<file path="config.mk">
export PLATFORM = sky130hd
export DESIGN_NAME = hamming31_serial_decoder
export DESIGN_NICKNAME = d
export VERILOG_FILES = /design/src/rtl/hamming31_serial_decoder.sv
export SDC_FILE = /design/constraint.sdc
export NUM_CORES = 1
export LEC_CHECK = 0
export CAP_MARGIN = 25
export CORE_ASPECT_RATIO = 1.4
export CORE_MARGIN = 10
export CORE_UTILIZATION = 45
export DETAILED_ROUTE_END_ITERATION = 7
export PLACE_DENSITY = 0.69
export SLEW_MARGIN = 10
export SYNTH_ARGS = -nofsm -noshare
export SYNTH_HDL_FRONTEND = slang
export SYNTH_SLANG_ARGS = --single-unit
</file>
<file path="constraint.sdc">
create_clock -name clk -period 5.8 [get_ports clk]
set_input_delay 0.58 -clock clk [delete_from_list [all_inputs] [get_ports clk]]
set_output_delay 0.58 -clock clk [all_outputs]
set_load 0.05 [all_outputs]
</file>
<file path="src/rtl/hamming31_serial_decoder.sv">
// Serial Hamming(31,26) decoder fed by a 5-bit frame counter: one code bit per cycle,
// syndrome accumulated on the fly, single-error correction registered on the fim cycle.
module hamming31_serial_decoder #(
   parameter int CODE_LEN = 31,
   parameter int DATA_LEN = 26,
   parameter int CNT_W    = 5
) (
   input  logic                clk,
   input  logic                rst,
   input  logic                bit_in,
   input  logic                bit_valid,
   input  logic [CNT_W-1:0]    count,
   input  logic                fim,
   output logic [DATA_LEN-1:0] data_out,
   output logic                data_valid,
   output logic                err_corrected,
   output logic [4:0]          syndrome,
   output logic                frame_abort
);

   localparam logic [CNT_W-1:0] LAST = CNT_W'(CODE_LEN);

   logic [CODE_LEN:1]   code_q;
   logic [CNT_W-1:0]    syn_acc;
   logic                in_frame;

   logic [CNT_W-1:0]    pos;
   logic                sample;
   logic                abort_hit;
   logic                close;
   logic [CODE_LEN:0]   flip_mask;
   logic [CODE_LEN:1]   fixed;
   logic [DATA_LEN-1:0] data_fix;

   always_comb begin
      pos       = count + CNT_W'(1);
      sample    = bit_valid && !fim && (count != LAST);
      abort_hit = in_frame && !bit_valid && !fim && (count != '0) && (count != LAST);
      close     = fim && in_frame;
      // A zero syndrome lands on bit 0 of the mask, which is dropped, so no flip happens.
      flip_mask = (CODE_LEN+1)'(1) << syn_acc;
      fixed     = code_q ^ flip_mask[CODE_LEN:1];
      // Data positions are every non-power-of-two position, ascending from p3.
      data_fix  = {fixed[31:17], fixed[15:9], fixed[7:5], fixed[3]};
   end

   always_ff @(posedge clk or posedge rst) begin
      if (rst) begin
         code_q        <= '0;
         syn_acc       <= '0;
         in_frame      <= 1'b0;
         data_out      <= '0;
         data_valid    <= 1'b0;
         err_corrected <= 1'b0;
         syndrome      <= '0;
         frame_abort   <= 1'b0;
      end else begin
         data_valid    <= close;
         err_corrected <= close && (syn_acc != '0);
         frame_abort   <= abort_hit;
         if (close) begin
            data_out <= data_fix;
            syndrome <= syn_acc;
            in_frame <= 1'b0;
         end
         if (sample) begin
            code_q[pos] <= bit_in;
            if (count == '0) begin
               in_frame <= 1'b1;
               syn_acc  <= bit_in ? CNT_W'(1) : '0;
            end else begin
               syn_acc <= syn_acc ^ (bit_in ? pos : '0);
            end
         end else if (abort_hit) begin
            in_frame <= 1'b0;
            syn_acc  <= '0;
         end
      end
   end

endmodule

</file>
* After elaboration in Yosys (flattened, before gate mapping) *
Cells that the tools add are included.

operators by class
  eq/ne operators = 1
  $lt $le $gt $ge = 2
  bitwise operators = 2
  reductions and logical operators = 15
  shift-type cells = 1
  add/subtract/negate cells = 1
  muxes and demuxes = 12

operator list
  kind                    number
  $shl A1 B5 Y32 const A  1
  $bwmux W31              1
  $xor A31 B31 Y31        1
  $mux W5                 4
  $reduce_bool A5 Y1      2
  $logic_and A1 B1 Y1     9
  $lt A5 B6 Y1 const B    1
  $mux W1                 6
  $add A5 B1 Y5 const B   1
  $demux W1 S5            1
  $ge A5 B1 Y1 const B    1
  $logic_not A5 Y1        1
  $ne A5 B5 Y1 const B    1
  $xor A5 B5 Y5           1
  $logic_not A1 Y1        2
  $reduce_bool A2 Y1      1

storage, ports and cells
  output and inout bits = 34
  word-level logic and storage cells = 42
  bits of input ports = 10
  register bits = 71

* Depth between registers and ports, before layout *
  depth in word-level cells = 7
  depth in mapped cells = 9
  gate-level depth less buffers = 7

* Worst setup path after synthesis *
Ideal clock, no wire load.

  path kind = in2reg
  from = input port count[0]
  to = register code_q[3] (netlist name)
  data required time = 5,675 ps
  stages = 7
  setup slack = 3,314 ps
  arrival = 2,361 ps
  path buffers = 2
  setup time = 125 ps
  cell sequence = ha_1 -> buf_2 -> and3_1 -> ha_1 -> clkbuf_1 -> nor4_1 -> mux2_2

on the way
  longest elaborated chain between the ends = 6
  elaborated cells between the ends (all ways) = 9
  those cells by class = add/sub: 1; order compare: 2; eq/ne: 1; mux: 3; reduce/logical: 2

ends and longest elaborated chain
  element                                                             line  source
  start: declaration                                                  12    input logic [CNT_W-1:0] count,
  $add A5 B1 Y5                                                       36    pos = count + CNT_W'(1);
  $lt A5 B6 Y1 (implied by the code) or $ge A5 B1 Y1 (tied branches)  67    code_q[pos] <= bit_in;
  $logic_and A1 B1 Y1 (implied by the code)                           67
  $mux W1 (implied by the code)                                       67
  $demux W1 S5                                                        67
  $bwmux W31                                                          67
  end signal: indexed assignment                                      67
  end: declaration                                                    23    logic [CODE_LEN:1] code_q;

Parallel ways exist; a longest one is shown, timed or not.
A chain may end at the register's enable or synchronous reset.

* Worst setup path in the final report *
  from = input port count[0]
  to = register code_q[6] (netlist name)

The elaborated chain is that of the path after synthesis.

==> key figures <==
Run status
  – Status: finished, final reports clean

STA
  – Slew HR: 0.472
  – Period minus WS final: between 3 and 4 ns
  – Clk_skew: 0.0105 ns
  – WHS: 0.510 ns
  – Final TNS setup: 0 ns
  – RSZ-0062 raised after global routing: false
  – Final worst-path cycle share: 0.579
  – Finish-stage setup viols: 0
  – Fmax: a little under 300 MHz
  – Fin. Hold Viols: 0
  – Worst-Margin Slew: approximately 0.79 ns
  – Max Slew Vio Count: 0

Worst setup path
  – Sequence of cells on the critical path: clkdlybuf4s50_1 -> ha_1 -> and3_1 -> ha_1 -> nor2b_1 -> a41oi_1 -> o21ai_0 -> o31ai_1
  – CP delay by family, top: adder cells
  – CP startpoint kind: input pin
  – CP peak stage delay: ~0.70 ns
  – Slowest cell on crit path: clkdlybuf4s50_1
  – CP Capture Type: flop
  – CP most frequent cell: ha_1
  – Reg2reg start: syn_acc[0]$_DFFE_PP0P_
  – Register-to-Register Setup Slack: between 4 and 5 ns
  – Crit-path max FO: 16
  – Reg-to-Reg End: data_out[19]$_DFFE_PP0P_
  – Worst EP required: around 6.0 ns
  – Worst EP arrival: around 3.6 ns
  – Worst r2r path cells: 4
  – Critical path class: in -> reg
  – Buf+Inv Stages, Crit Path: 1

Placement
  – Buffers on Ports: 43
  – Routability cong.: about 0.87
  – Post-DP HPWL: about 6000 um

Drt
  – Via-per-instance ratio: around 5.4
  – Final ANT Viol Nets: 0
  – DR DRC count: 0
  – Initial DRC Count: approximately 210
  – TritonRoute pass-1 iters: 4
  – DR vias: 2732
  – WL/cell: approximately 16 um
  – Detailed Route WL: a little under 8000 um

Worst hold path
  – Hold EP: code_q[26]$_DFFE_PP0P_
  – Hold depth: 1
  – Min-Delay Path Class: reg -> reg
  – Worst hold start: code_q[26]$_DFFE_PP0P_

Layout
  – Antenna diodes: 0
  – Area growth syn-to-layout: 19.6%
  – Layout cells sized above 1: 0.109
  – Fillers: 693
  – Nets: approximately 410

GRT
  – Vias in the first global route: ~2600
  – Total GRT Usage: 0.139
  – Remaining Overflow, GRT: 0
  – First-pass GRT wire length: between 10000 and 15000 um
  – Largest net degree at the start of global routing: 67
  – Initial antenna violation count: 0

Die
  – CORE AREA: just under 0.008 mm^2
  – Io pins: 44
  – Die Width: ~95 um
  – Height of the die: ~130 um
  – # rows: 38
  – Starting Density: 0.460
  – Full die area: between 0.01 and 0.015 mm^2

Synthesis
  – Syn avg cell area: 9.77 um^2
  – Syn Inst Count: 363
  – Seq/Total Area, Yosys: 0.466
  – Yosys reg bits: 66
  – Number of flops mapped to enable cells by yosys: 0
  – Post-synth top area share: 0.466
  – Area contributors post-synth: dfrtp_1, xnor2_1, nor2_1
  – Syn nets: between 300 and 400
  – Synth cell types: 48
  – Most instantiated cells after synthesis: dfrtp_1, nor2_1, a21oi_1
  – Share of flip-flops with an asynchronous set or reset: 1.00
  – Synthesized area: ~0.0035 mm^2
  – Top-count cell post-synth: dfrtp_1
  – Area leader, netlist: dfrtp_1
  – Top_reg_cell synth: dfrtp_1
  – Yosys warnings: 0

Clock tree
  – Clock root buffer: clkbuf_8
  – Hold Buf Count CTS: 0
  – Clock transition at path regs: ~0.070 ns
  – Post-CTS Setup Bufs: 0
  – H-Tree Level Count: 3
  – CTS tree: built
  – Post-cts sizing count: 0
  – Sink Count: 66
  – Clk_lat worst skew: about 0.34 ns
  – Total CTS buffers: 9
  – Clock buffer depth: 2

Power
  – Power per cell area: approximately 360 mW/mm^2
  – Leakage power: between 0.0015 and 0.002 uW
  – Worst IR Drop VDD: just under 200 uV

Run
  – MaxCap Viol Count: 0
==> worst max-delay path by stage <==
| stage | from | endpoint | depth (start not counted) |
|---|---|---|---|
| finish | count[0] | code_q[6]$_DFFE_PP0P_ | 8 |
| global route | count[0] | code_q[7]$_DFFE_PP0P_ | 8 |
| global placement | count[0] | code_q[17]$_DFFE_PP0P_ | 7 |
| CTS | count[0] | code_q[6]$_DFFE_PP0P_ | 8 |
| detailed placement | count[0] | code_q[6]$_DFFE_PP0P_ | 8 |
| floorplan | count[0] | code_q[3]$_DFFE_PP0P_ | 7 |
==> stage by stage <==
step,utilization,instances,total power [uW],worst slack [ns],instance area [um^2]
3_5_place_dp,0.521,486,1150,2.09,4020
6_report,0.551,502,1530,2.44,4240
4_1_cts,0.548,501,1540,2.46,4220
5_1_grt,0.551,502,1610,2.17,4240
2_1_floorplan,-,363,980,3.31,3550
3_3_place_gp,0.520,485,1140,1.97,4010
==> worst register-to-register path, stage by stage (launching register included) <==
cell	delay (ns)
dfrtp_1	0.57
nor3b_1	0.52
nand3_1	0.16
xor2_1	0.17
a21oi_1	0.13
==> kinds of logic (layout without fill, tap and decap cells) <==
logic type	Yosys count	after routing	share of synthesized area
xor+xnor	31	31	0.0766
fa+ha+maj	6	6	0.0212
flops	66	66	0.466
simple gates	131	131	0.194
buf+inv	28	67	0.0360
mux	15	15	0.0487
compound gates	86	86	0.157
==> where the power goes <==
part,internal [uW],switching [uW]
clock,231,163
sequential,547,84.0
combinational,186,317
total,963,564
==> sequential cells by signal, indices dropped and copies added, names as in the netlist <==
name and cells:
data_out 26, syn_acc 5, syndrome 5, in_frame 1
frame_abort 1, code_q 26, err_corrected 1, data_valid 1
==> cell type report <==
| type | count | area [um^2] | share of cell area |
|---|---|---|---|
| Sequential cell | 66 | 1650 | 0.389 |
| Multi-Input combinational cell | 269 | 1770 | 0.417 |
| Clock buffer | 13 | 169 | 0.0398 |
| Inverter | 6 | 22.5 | 0.00531 |
| Clock inverter | 2 | 35.0 | 0.00826 |
| Tap cell | 100 | 125 | 0.0295 |
| Timing Repair Buffer | 46 | 469 | 0.111 |
==> cell usage in the layout (no fill, tap or decap), types with 6 or more instances in the layout <==
master / instances
dfrtp_1: 66
nor2_1: 43
clkdlybuf4s50_1: 43
a21oi_1: 31
nand2_1: 29
o21ai_0: 24
xnor2_1: 19
mux2_2: 14
nand3_1: 13
xor2_1: 12
clkbuf_8: 12
nor3_1: 9
o31ai_1: 7
o221ai_1: 7
ha_1: 6
==> routing by layer <==
metal  vias to the layer above  global-route usage  wire (um)  share of wire
met1                      1305               0.169       3440           0.43
li1                       1353                   -          -              -
met4                         0              0.0680        181          0.023
met2                        64               0.226       3980           0.50
met5                         -                   0          0              0
met3                        10              0.0311        361          0.045
(Power assumes the default switching activity.)
